===== src/rtl/alu_seq.sv =====
// alu_seq: valid/ready ALU with registered result and an iterative shift-add multiply on F=011
module alu_seq #(
  parameter int WIDTH  = 32,
  parameter bit MUL_EN = 1'b1
) (
  input  logic             clk,
  input  logic             rst_n,
  input  logic             in_valid,
  output logic             in_ready,
  input  logic [WIDTH-1:0] A,
  input  logic [WIDTH-1:0] B,
  input  logic [2:0]       F,
  output logic             out_valid,
  input  logic             out_ready,
  output logic [WIDTH-1:0] Y,
  output logic             zero
);
  localparam int CW = $clog2(WIDTH);
  typedef enum logic {IDLE, MUL} state_t;
  state_t state, state_nxt;
  logic [WIDTH-1:0] a_sh, b_sh, acc, acc_nxt, alu_y;
  logic [CW-1:0] cnt;
  logic accept, is_mul, mul_done;
  assign in_ready = (state == IDLE) && (!out_valid || out_ready);
  assign accept   = in_valid && in_ready;
  assign is_mul   = MUL_EN && (F == 3'b011);
  assign acc_nxt  = acc + (b_sh[0] ? a_sh : '0);
  assign mul_done = (state == MUL) && (cnt == CW'(WIDTH - 1));
  always_comb begin
    alu_y = '0;
    case (F)
      3'b000:  alu_y = A & B;
      3'b001:  alu_y = A | B;
      3'b010:  alu_y = A + B;
      3'b100:  alu_y = A & ~B;
      3'b101:  alu_y = A | ~B;
      3'b110:  alu_y = A - B;
      3'b111:  alu_y = {{(WIDTH-1){1'b0}}, $signed(A) < $signed(B)};
      default: alu_y = '0;
    endcase
  end
  always_comb begin
    state_nxt = state;
    if (state == IDLE) state_nxt = (accept && is_mul) ? MUL : IDLE;
    else state_nxt = mul_done ? IDLE : MUL;
  end
  always_ff @(posedge clk or negedge rst_n)
    if (!rst_n) state <= IDLE;
    else state <= state_nxt;
  // An accept always clears or replaces the current result, since in_ready implies it is free or being consumed
  always_ff @(posedge clk or negedge rst_n) begin
    if (!rst_n) begin
      out_valid <= 1'b0;
      Y         <= '0;
      zero      <= 1'b0;
      a_sh      <= '0;
      b_sh      <= '0;
      acc       <= '0;
      cnt       <= '0;
    end else if (accept && !is_mul) begin
      Y         <= alu_y;
      zero      <= (alu_y == '0);
      out_valid <= 1'b1;
    end else if (accept) begin
      a_sh      <= A;
      b_sh      <= B;
      acc       <= '0;
      cnt       <= '0;
      out_valid <= 1'b0;
    end else if (state == MUL) begin
      a_sh <= a_sh << 1;
      b_sh <= b_sh >> 1;
      acc  <= acc_nxt;
      cnt  <= cnt + CW'(1);
      if (mul_done) begin
        Y         <= acc_nxt;
        zero      <= (acc_nxt == '0);
        out_valid <= 1'b1;
      end
    end else if (out_valid && out_ready) begin
      out_valid <= 1'b0;
    end
  end
endmodule


===== config.mk =====
export PLATFORM = sky130hd
export DESIGN_NAME = alu_seq
export DESIGN_NICKNAME = d
export VERILOG_FILES = /design/src/rtl/alu_seq.sv
export SDC_FILE = /design/constraint.sdc
export NUM_CORES = 1
export LEC_CHECK = 0
export ABC_AREA = 1
export CAP_MARGIN = 15
export CORE_ASPECT_RATIO = 1.75
export CORE_MARGIN = 10
export CORE_UTILIZATION = 32
export DETAILED_ROUTE_END_ITERATION = 10
export SYNTH_ARGS = -nofsm -noshare
export SYNTH_HDL_FRONTEND = slang
export SYNTH_SLANG_ARGS = --single-unit

===== constraint.sdc =====
create_clock -name clk -period 4.2 [get_ports clk]
set_input_delay 0.42 -clock clk [delete_from_list [all_inputs] [get_ports clk]]
set_output_delay 0.42 -clock clk [all_outputs]
set_load 0.05 [all_outputs]

==> results of run 1 <==
-- cells in the final DEF, fill, tap and decap left out, types with 31 or more instances in the layout --
cell type,synthesis,final
a21oi_1,85,85
nand2_2,31,31
nand3_1,190,190
clkdlybuf4s50_1,0,103
inv_1,334,334
ha_1,96,96
buf_4,16,42
a22oi_1,67,67
nand2_1,865,865
nor2_1,181,177
o21ai_0,82,82
dfrtp_1,136,135
-- cells in the mapped netlist (all sizes together) --
cell       n  share of area
o21ai     87          0.030
inv      353          0.092
nor4       3         0.0022
nor3      22         0.0091
o221ai    13         0.0079
o21a       2         0.0010
and2       1        0.00044
o21bai    14         0.0076
ha        96          0.084
nor2     204          0.059
nand3    195          0.070
xor2      11         0.0067
nand2    897           0.24
or2        1        0.00044
a2bb2oi    1        0.00061
a22oi     67          0.035
clkbuf    41          0.011
nand4     21         0.0092
clkinv     1        0.00035
fa         3         0.0042
dfrtp    136           0.24
a22o       3         0.0018
a31oi      3         0.0013
and3       4         0.0017
a32oi     21          0.013
o211ai    17         0.0089
a21oi     88          0.032
o31ai      1        0.00052
a21o       1        0.00052
xnor2      8         0.0049
buf       43          0.021
o22ai      1        0.00044
a21boi     2         0.0010
nand3b     6         0.0031
-- cell type report --
class                           instances  area [sq um]
Timing Repair Buffer                  149          1400
Clock inverter                         13           190
Inverter                              354          1330
Tap cell                              572           716
Multi-Input combinational cell       1793          9160
Sequential cell                       136          3400
Clock buffer                           18           439
Fill cell                            4830         27600
-- cell families (layout without fill, tap and decap cells) --
kind of cell	Yosys count	in the layout	synth area share
buf+inv	438	534	0.125
flops	136	136	0.238
xor+xnor	19	19	0.0116
simple gates	1354	1354	0.396
fa+ha+maj	99	99	0.0880
compound gates	321	321	0.142
-- sequential cells by signal, indices dropped and copies added (netlist names) --
signal,count
a_sh,32
b_sh,32
cnt,5
out_valid,1
state,1
Y,32
zero,1
acc,32
-- layer usage --
layer  vias up  part of all wire  routed length, um  track usage
li1       7751                 -                  -            -
met1      7498              0.37              23200        0.236
met2       551              0.53              33300        0.430
met3       151             0.045               2840       0.0260
met4         0             0.058               3680        0.130
met5         -                 0                  0            0
-- stage by stage --
step	utilization	hold WS (ns)
6_report	0.376	0.0442
3_5_place_dp	0.362	0.467
2_1_floorplan	-	0.124
5_1_grt	0.376	0.125
3_3_place_gp	0.362	0.463
4_1_cts	0.376	0.115
-- worst register-to-register path, delay by kind of cell, from the launching register on --
| kind | cells | cell delay [ns] |
|---|---|---|
| fa+ha+maj | 2 | 0.70 |
| compound gates | 1 | 0.14 |
| simple gates | 12 | 1.64 |
| buf+inv | 1 | 0.05 |
| xor+xnor | 1 | 0.33 |
| flops | 1 | 0.56 |
-- power by group through the flow --
| stage | registers (uW) | logic [uW] | clock network [uW] |
|---|---|---|---|
| 2_1_floorplan | 2710 | 2210 | 0 |
| 3_3_place_gp | 2320 | 4100 | 0 |
| 3_5_place_dp | 2330 | 4120 | 0 |
| 4_1_cts | 2320 | 4140 | 1710 |
| 5_1_grt | 2390 | 4550 | 1760 |
| 6_report | 2320 | 4150 | 1690 |
-- how the worst max path moves through the flow --
stage / slack (ns) / end / cells after the start
floorplan: 1.52 / zero / 19
global placement: 0.22 / zero / 21
detailed placement: 0.27 / zero / 21
CTS: 0.71 / zero / 21
global route: 0.46 / zero / 17
finish: 0.67 / zero / 21
==> out/metrics.cfg, run 1 <==
[sta]
max_slew_margin = 0.291
worstMarginPinSlew_ns = 1.06
hold_viol_final = 0
post-route-min-period_ns = 3.53
slew_viol_final = 0
fmax_mhz = 283
finalSetupViolations = 0
finalSetupTns_ns = 0
skew_ns = 0.0155
worst_slack_ns = 0.666
finalCritPeriodShare = 0.841
rsz0062_at_grt = no

[drt]
remaining_drc_errors = 0
vias_per_cell = 5.26
routedWlPerCell_um = 20.8
drt-pass1-iter-count = 5
vias = 16000
wl_mm = 63.0
ant_nets = 0
drt_iter0_markers = 1338

[setup_path]
cp-end-kind = flop
worstPathCellList = clkdlybuf4s50_1 > inv_1 > ha_1 > fa_1 > inv_1 > nand2_1 > nand2_1 > nand3_2 > nand2_2 > nand2_2 > nand2_2 > nand2_1 > nand3_1 > nand3_1 > nor2_1 > nand3_1 > nor2_1 > nand2_1 > nor2_1 > nand2_1 > a21oi_2
start_kind = primary input
cp_max_fo = 4
arrival_ns = 3.89
required_ns = 4.56
worst_path_max_delay_cell = clkdlybuf4s50_1
critPathMaxStageDelay_ns = 0.59
r2r-end = zero
cp_common_cell = nand2_1
cp-startpoint = A[0]
reg2reg_depth = 17
timing.rr.start = b_sh[0]
path_class = in -> reg
ff2ff_setup_slack_ns = 0.71
critPathTopFamily = simple AND/OR/NAND/NOR gates
crit_buf_inv = 3

[global_route]
grt_pass1_wl_mm = 95.4
grt_antenna_before_repair = 0
grt-ovfl-total = 0
grt.total_usage = 0.227
grt_max_degree = 98
grt_pass1_vias = 16300

[cells_and_area]
area_growth_pct = 16.2
diodes = 0
nets = 2621
layout-drive-gt1-share = 0.0698
fin_cells = 3035
final_area_sq_mm = 0.0166

[clocking]
numCtsBuffers = 17
clk_latency_ns = 0.45
clkTransAtPathRegs_ns = 0.07
cts_tree = done
root_buffer = clkbuf_16
cts_resized = 0
cts_setup_buffers = 0
clkSinkCount = 136
cts_hold_buf = 0
clockBufferDepth = 2
htree_levels = 4

[synth]
seq_area_frac_synth = 0.238
syn_nets = 2537
ys_ff_latch = 136
netlist_area_sq_mm = 0.0143
ys_types = 50
syn_inst = 2367
avgSynthCellArea_sq_um = 6.05
yosysWarnings = 0

[die]
die_area_sq_mm = 0.0540
pin_count = 106
rows = 102
die_y_um = 300
initial_core_util = 0.324
die_w_um = 180
core_sq_mm = 0.0443

[pwr]
combPwrFrac = 0.509
totalPowerFinal_uw = 8160
power_switching_share = 0.484
power.clock.fraction = 0.207
p_seq_frac = 0.285
p_leak_uw = 0.00889
power_density_mw_per_mm2 = 490
p_int_uw = 4210
p_switching_uw = 3950
ir_drop_v = 0.000364

[placed_design]
dp_hpwl_mm = 50.9
place_congestion = 1.03
dp_cells = 3004
io_buffers = 105
placed_area_sq_mm = 0.0160
place_ws_ns = 0.270

[worst_hold_path]
hp-class = in -> async

[job]
cap_violations = 0

[outcome]
status = complete, no violations

(Power assumes the default switching activity.)
==> run 2: changes to the inputs <==
==> constraint.sdc (replaced) <==
create_clock -name clk -period 3.3 [get_ports clk]
set_input_delay 0.33 -clock clk [delete_from_list [all_inputs] [get_ports clk]]
set_output_delay 0.33 -clock clk [all_outputs]
set_load 0.05 [all_outputs]
==> run 2 against run 1 <==
Compared with the run above: first-iteration DRC count decreased by 0.15%; combinational power increased by 38%; critical path depth decreased by 3; clock power increased by 21%; routed wire length decreased by 0.95%; hold slack improved by 0.39 ns; clock skew decreased by 0.0072 ns; via count increased by 5.0%; clock-buffer cell count unchanged; sequential share of layout area decreased by 1.8 points; global-route usage decreased by 0.43 points.
==> out/metrics.cfg, run 2 (synthesis gave the netlist of run 1 again) <==
[outcome]
status = complete, no violations

[clocking]
clkTransAtPathRegs_ns = 0.07
numCtsBuffers = 17
cts_tree = done
clockBufferDepth = 2
clk_latency_ns = 0.44
root_buffer = clkbuf_16
cts_setup_buffers = 0
clkSinkCount = 136
htree_levels = 4

[global_route]
grt_busiest_layer = met2
grt.total_usage = 0.223
grt_pass1_vias = 16900
grt_use_met3 = 0.0200
grt_pass1_wl_mm = 94.7
grt_max_degree = 76
grt-ovfl-total = 0
use_met1 = 0.229
grtUsageMet2 = 0.414
grt_antenna_before_repair = 0

[job]
cap_violations = 0

[die]
pin_count = 106
die_y_um = 300
die_w_um = 180
core_sq_mm = 0.0443
rows = 102
initial_core_util = 0.324
die_area_sq_mm = 0.0540

[cells_and_area]
fin_cells = 3241
diodes = 0
layout-drive-gt1-share = 0.146
fillCellCount = 4608
nets = 2826
final_common_cell = nand2_1
area_growth_pct = 27.4
layout_common_cells = nand2_1, inv_1, buf_4

[setup_path]
start_kind = flop
worstPathCellList = buf_12 > nand2_1 > inv_1 > ha_1 > nand2_1 > nor2_1 > inv_1 > nor3_1 > nand2_1 > nand2_1 > nand2_1 > nand2_1 > nand4_1 > nor2_4 > nand3_1 > nor2_1 > nor2_1 > a21oi_2
worst_path_max_delay_cell = dfrtp_2
path_class = reg -> reg
arrival_ns = 3.49
cp_max_fo = 27
critPathMaxStageDelay_ns = 0.47
required_ns = 3.66
cp-end-kind = flop
cp_common_cell = nand2_1

[sta]
hold_viol_final = 0
finalCritPeriodShare = 0.947
worstMarginPinSlew_ns = 0.800
worst_slack_ns = 0.175
fin_hold_ws_ns = 0.436
finalSetupViolations = 0
post-route-min-period_ns = 3.12
slew_viol_final = 0
finalSetupTns_ns = 0
skew_ns = 0.00831
fmax_mhz = 320
max_slew_margin = 0.466
rsz0062_at_grt = no

[drt]
drt-pass1-iter-count = 7
remaining_drc_errors = 0
ant_nets = 0
vias = 16700
routedWlPerCell_um = 19.3
wl_mm = 62.4
drt_iter0_markers = 1336
vias_per_cell = 5.17

[pwr]
p_leak_uw = 0.00990
totalPowerFinal_uw = 10700
power_density_mw_per_mm2 = 585
ir_drop_v = 0.000606

[placed_design]
dp_cells = 3208
dp_hpwl_mm = 51.6
io_buffers = 105
place_congestion = 1.03
place_ws_ns = -0.116

[worst_hold_path]
hp-class = in -> async

-- run 2: changes by cell type in the layout (fill, tap and decap cells not counted), moves of 2 or more --
cell	delta
buf_4	+202
nand3_1	-4
nand3_2	+4
o21ai_0	-4
o21ai_1	+4
a21oi_1	-3
a21oi_2	+3
buf_12	+2
inv_8	+2
-- run 2: through the flow --
| stage | util | cell area (sq um) |
|---|---|---|
| after CTS | 0.411 | 18200 |
| after floorplan | - | 14300 |
| after detailed placement | 0.397 | 17600 |
| final | 0.412 | 18300 |
| after global routing | 0.412 | 18300 |
| after global placement | 0.397 | 17600 |
-- run 2: worst max-delay path, delay by kind of cell, from the launching register on --
kind / cells / cell delay (ns)
flip-flops: 1 / 0.47
buffers and inverters: 3 / 0.34
AND/OR/NAND/NOR: 13 / 1.73
adder cells (fa/ha/maj): 1 / 0.35
AO/OA/AOI/OAI: 1 / 0.14
-- run 2: area by class of cell --
| class | count | area [sq um] | share of cell area |
|---|---|---|---|
| timing repair buffer | 354 | 2970 | 0.163 |
| inverter | 354 | 1330 | 0.0728 |
| clock inverter | 14 | 185 | 0.0101 |
| tap | 572 | 716 | 0.0392 |
| sequential | 136 | 3410 | 0.187 |
| multi-input combinational | 1793 | 9220 | 0.505 |
| clock buffer | 18 | 439 | 0.0241 |
-- run 2: path summary, 6_finish.rpt --
kind / start / end / slack, ns / cells past startpoint
setup / recovery: b_sh[0] / zero / 0.18 / 18
hold / removal: rst_n / b_sh[2] / 0.44 / 2
setup reg to reg: b_sh[0] / zero / 0.18 / 18
hold reg to reg: b_sh[10] / b_sh[10] / 0.48 / 2
max in group asynchronous: rst_n / Y[21] / 2.06 / 3
min in group clk: b_sh[10] / b_sh[10] / 0.48 / 2
-- run 2: power by group --
part	switching, uW	internal, uW	total [uW]
Clock	824	1230	2050
Sequential	545	2380	2920
Combinational	3660	2050	5710
Total	5030	5660	10700
-- run 2: timing repair --
item / CTS / global route
setup endpoints to repair: 0 / 2
gates resized for setup: 0 / 19
hold buffers: 1 / 0
endpoints found under the hold margin: 70 / 0
-- run 2: layer usage --
metal	part of all wire	wire (um)
met1	0.37	22900
met2	0.52	32200
met3	0.040	2470
met4	0.077	4790
met5	0	0
==> run 3: changes to the inputs <==
--- a/config.mk
+++ b/config.mk
@@ -7,10 +7,13 @@
 export LEC_CHECK = 0
 export ABC_AREA = 1
 export CAP_MARGIN = 15
+export CELL_PAD_IN_SITES_DETAIL_PLACEMENT = 1
+export CELL_PAD_IN_SITES_GLOBAL_PLACEMENT = 1
 export CORE_ASPECT_RATIO = 1.75
 export CORE_MARGIN = 10
 export CORE_UTILIZATION = 32
 export DETAILED_ROUTE_END_ITERATION = 10
+export PLACE_DENSITY_LB_ADDON = 0.1
 export SYNTH_ARGS = -nofsm -noshare
 export SYNTH_HDL_FRONTEND = slang
 export SYNTH_SLANG_ARGS = --single-unit
==> run 3 against run 2 <==
Compared with the run above: sequential share of layout area down 0.46 points; global-route usage up 3.3 points; fmax up 1.4%; largest power group unchanged; hold slack better by 0.038 ns; via count up 0.26%; clock-buffer cell count up 1; setup slack better by 0.044 ns; routed wire length up 13%; die area unchanged.
==> out/metrics.cfg, run 3 (synthesis gave the netlist of run 1 again) <==
[outcome]
status = complete, no violations

[sta]
fmax_mhz = 325
finalCritPeriodShare = 0.933
finalSetupViolations = 0
skew_ns = 0.0124
worstMarginPinSlew_ns = 0.851
slew_viol_final = 0
fin_hold_ws_ns = 0.474
post-route-min-period_ns = 3.08
hold_viol_final = 0
rsz0062_at_grt = no
finalSetupTns_ns = 0
max_slew_margin = 0.433

[pwr]
p_leak_uw = 0.0101
p_seq_frac = 0.265
totalPowerFinal_uw = 11100
p_switching_uw = 5140
ir_drop_v = 0.000331
power.clock.fraction = 0.191
power_switching_share = 0.465
p_int_uw = 5910
power_density_mw_per_mm2 = 591
combPwrFrac = 0.544

[cells_and_area]
final_common_cell = nand2_1
diodes = 0
layout-drive-gt1-share = 0.168
layout_common_cells = nand2_1, inv_1, buf_4
area_growth_pct = 30.6
fillCellCount = 5910
final_util = 0.423
nets = 2870

[job]
cap_violations = 0

[setup_path]
reg2reg_depth = 20
worst_path_max_delay_cell = clkdlybuf4s50_1
cp_common_cell = nand2_1
cp_max_fo = 5
cp-startpoint = B[14]
r2r-end = zero
start_kind = primary input
arrival_ns = 3.44
path_class = in -> reg
timing.rr.start = b_sh[0]
cp-end-kind = flop
worstPathCellList = clkdlybuf4s50_1 > inv_1 > ha_1 > buf_4 > nand2_1 > inv_1 > nand2_1 > inv_1 > a21oi_1 > nand2_2 > nand3_1 > nand3_1 > nand3_1 > nand2_1 > nor2_1 > nand2_1 > a21oi_1 > nand2_1 > a21oi_2
required_ns = 3.66
critPathMaxStageDelay_ns = 0.51
ff2ff_setup_slack_ns = 0.26

[placed_design]
dp_hpwl_mm = 60.0
io_buffers = 105
place_congestion = 0.979

[drt]
remaining_drc_errors = 0
vias = 16800
route.met3.wl_mm = 1.30
drt-pass1-iter-count = 5
drt_iter0_markers = 736
met1_length_mm = 28.1
vias_per_cell = 5.11
wl_mm = 70.6
dr_wl_met2_mm = 37.4
top_layer = met4
ant_nets = 0
routedWlPerCell_um = 21.5

[clocking]
clkSinkCount = 136
clockBufferDepth = 2
clkTransAtPathRegs_ns = 0.06
numCtsBuffers = 17
clk_latency_ns = 0.43
root_buffer = clkbuf_16
htree_levels = 4
cts_tree = done

[die]
core_sq_mm = 0.0443
die_area_sq_mm = 0.0540
rows = 102
initial_core_util = 0.324
die_w_um = 180
die_y_um = 300
pin_count = 106

[global_route]
grt.total_usage = 0.255
grt-ovfl-total = 0
grt_antenna_before_repair = 0
grt_pass1_vias = 18400
grt_pass1_wl_mm = 108
grt_max_degree = 83

[worst_hold_path]
hp-class = in -> async

==> run 3: per-layer routing <==
layer  up-vias  global-route usage
li1       8229                   -
met1      8142               0.275
met2       285               0.487
met3       132              0.0182
met4         0               0.134
met5         -                   0
==> run 3: critical path: cells and delay by family <==
| kind | cells | cell delay [ns] |
|---|---|---|
| AO/OA/AOI/OAI | 3 | 0.48 |
| adder cells (fa/ha/maj) | 1 | 0.38 |
| buffers and inverters | 5 | 0.96 |
| AND/OR/NAND/NOR | 10 | 1.27 |
==> run 3: worst max path at each step <==
stage | end | slack (ns)
finish | zero | 0.22
global route | zero | 0.0001
CTS | zero | 0.04
detailed placement | zero | -0.25
global placement | zero | -0.25
floorplan | zero | 0.62
==> run 3: final cells by class <==
cell class / instances / area, sq um / share of cell area
Clock inverter: 12 / 198 / 0.0106
Sequential cell: 136 / 3400 / 0.182
Timing Repair Buffer: 398 / 3310 / 0.177
Inverter: 354 / 1330 / 0.0711
Multi-Input combinational cell: 1793 / 9310 / 0.497
Clock buffer: 19 / 443 / 0.0237
Tap cell: 572 / 716 / 0.0383
==> run 3: power groups by stage <==
stage	registers, uW	clock network (uW)	logic [uW]
2_1_floorplan	3450	0	2820
3_3_place_gp	2920	0	5810
3_5_place_dp	2950	0	5930
4_1_cts	2930	2140	5990
5_1_grt	3020	2220	6590
6_report	2930	2110	6010
==> run 3: what timing repair did <==
action	in CTS	in global routing
hold buffers	1	0
gates resized for setup	1	44
hold endpoints to repair	23	0
pin swaps	0	2
setup endpoints to repair	1	1
buffers inserted	0	0
==> run 3: metrics by stage <==
| step | area [sq um] | std cells | worst slack (ns) |
|---|---|---|---|
| after detailed placement | 17900 | 3252 | -0.248 |
| after CTS | 18600 | 3284 | 0.0356 |
| after global placement | 17900 | 3252 | -0.253 |
| final | 18700 | 3284 | 0.220 |
| after global routing | 18700 | 3284 | 0.000135 |
| after floorplan | 14300 | 2367 | 0.625 |
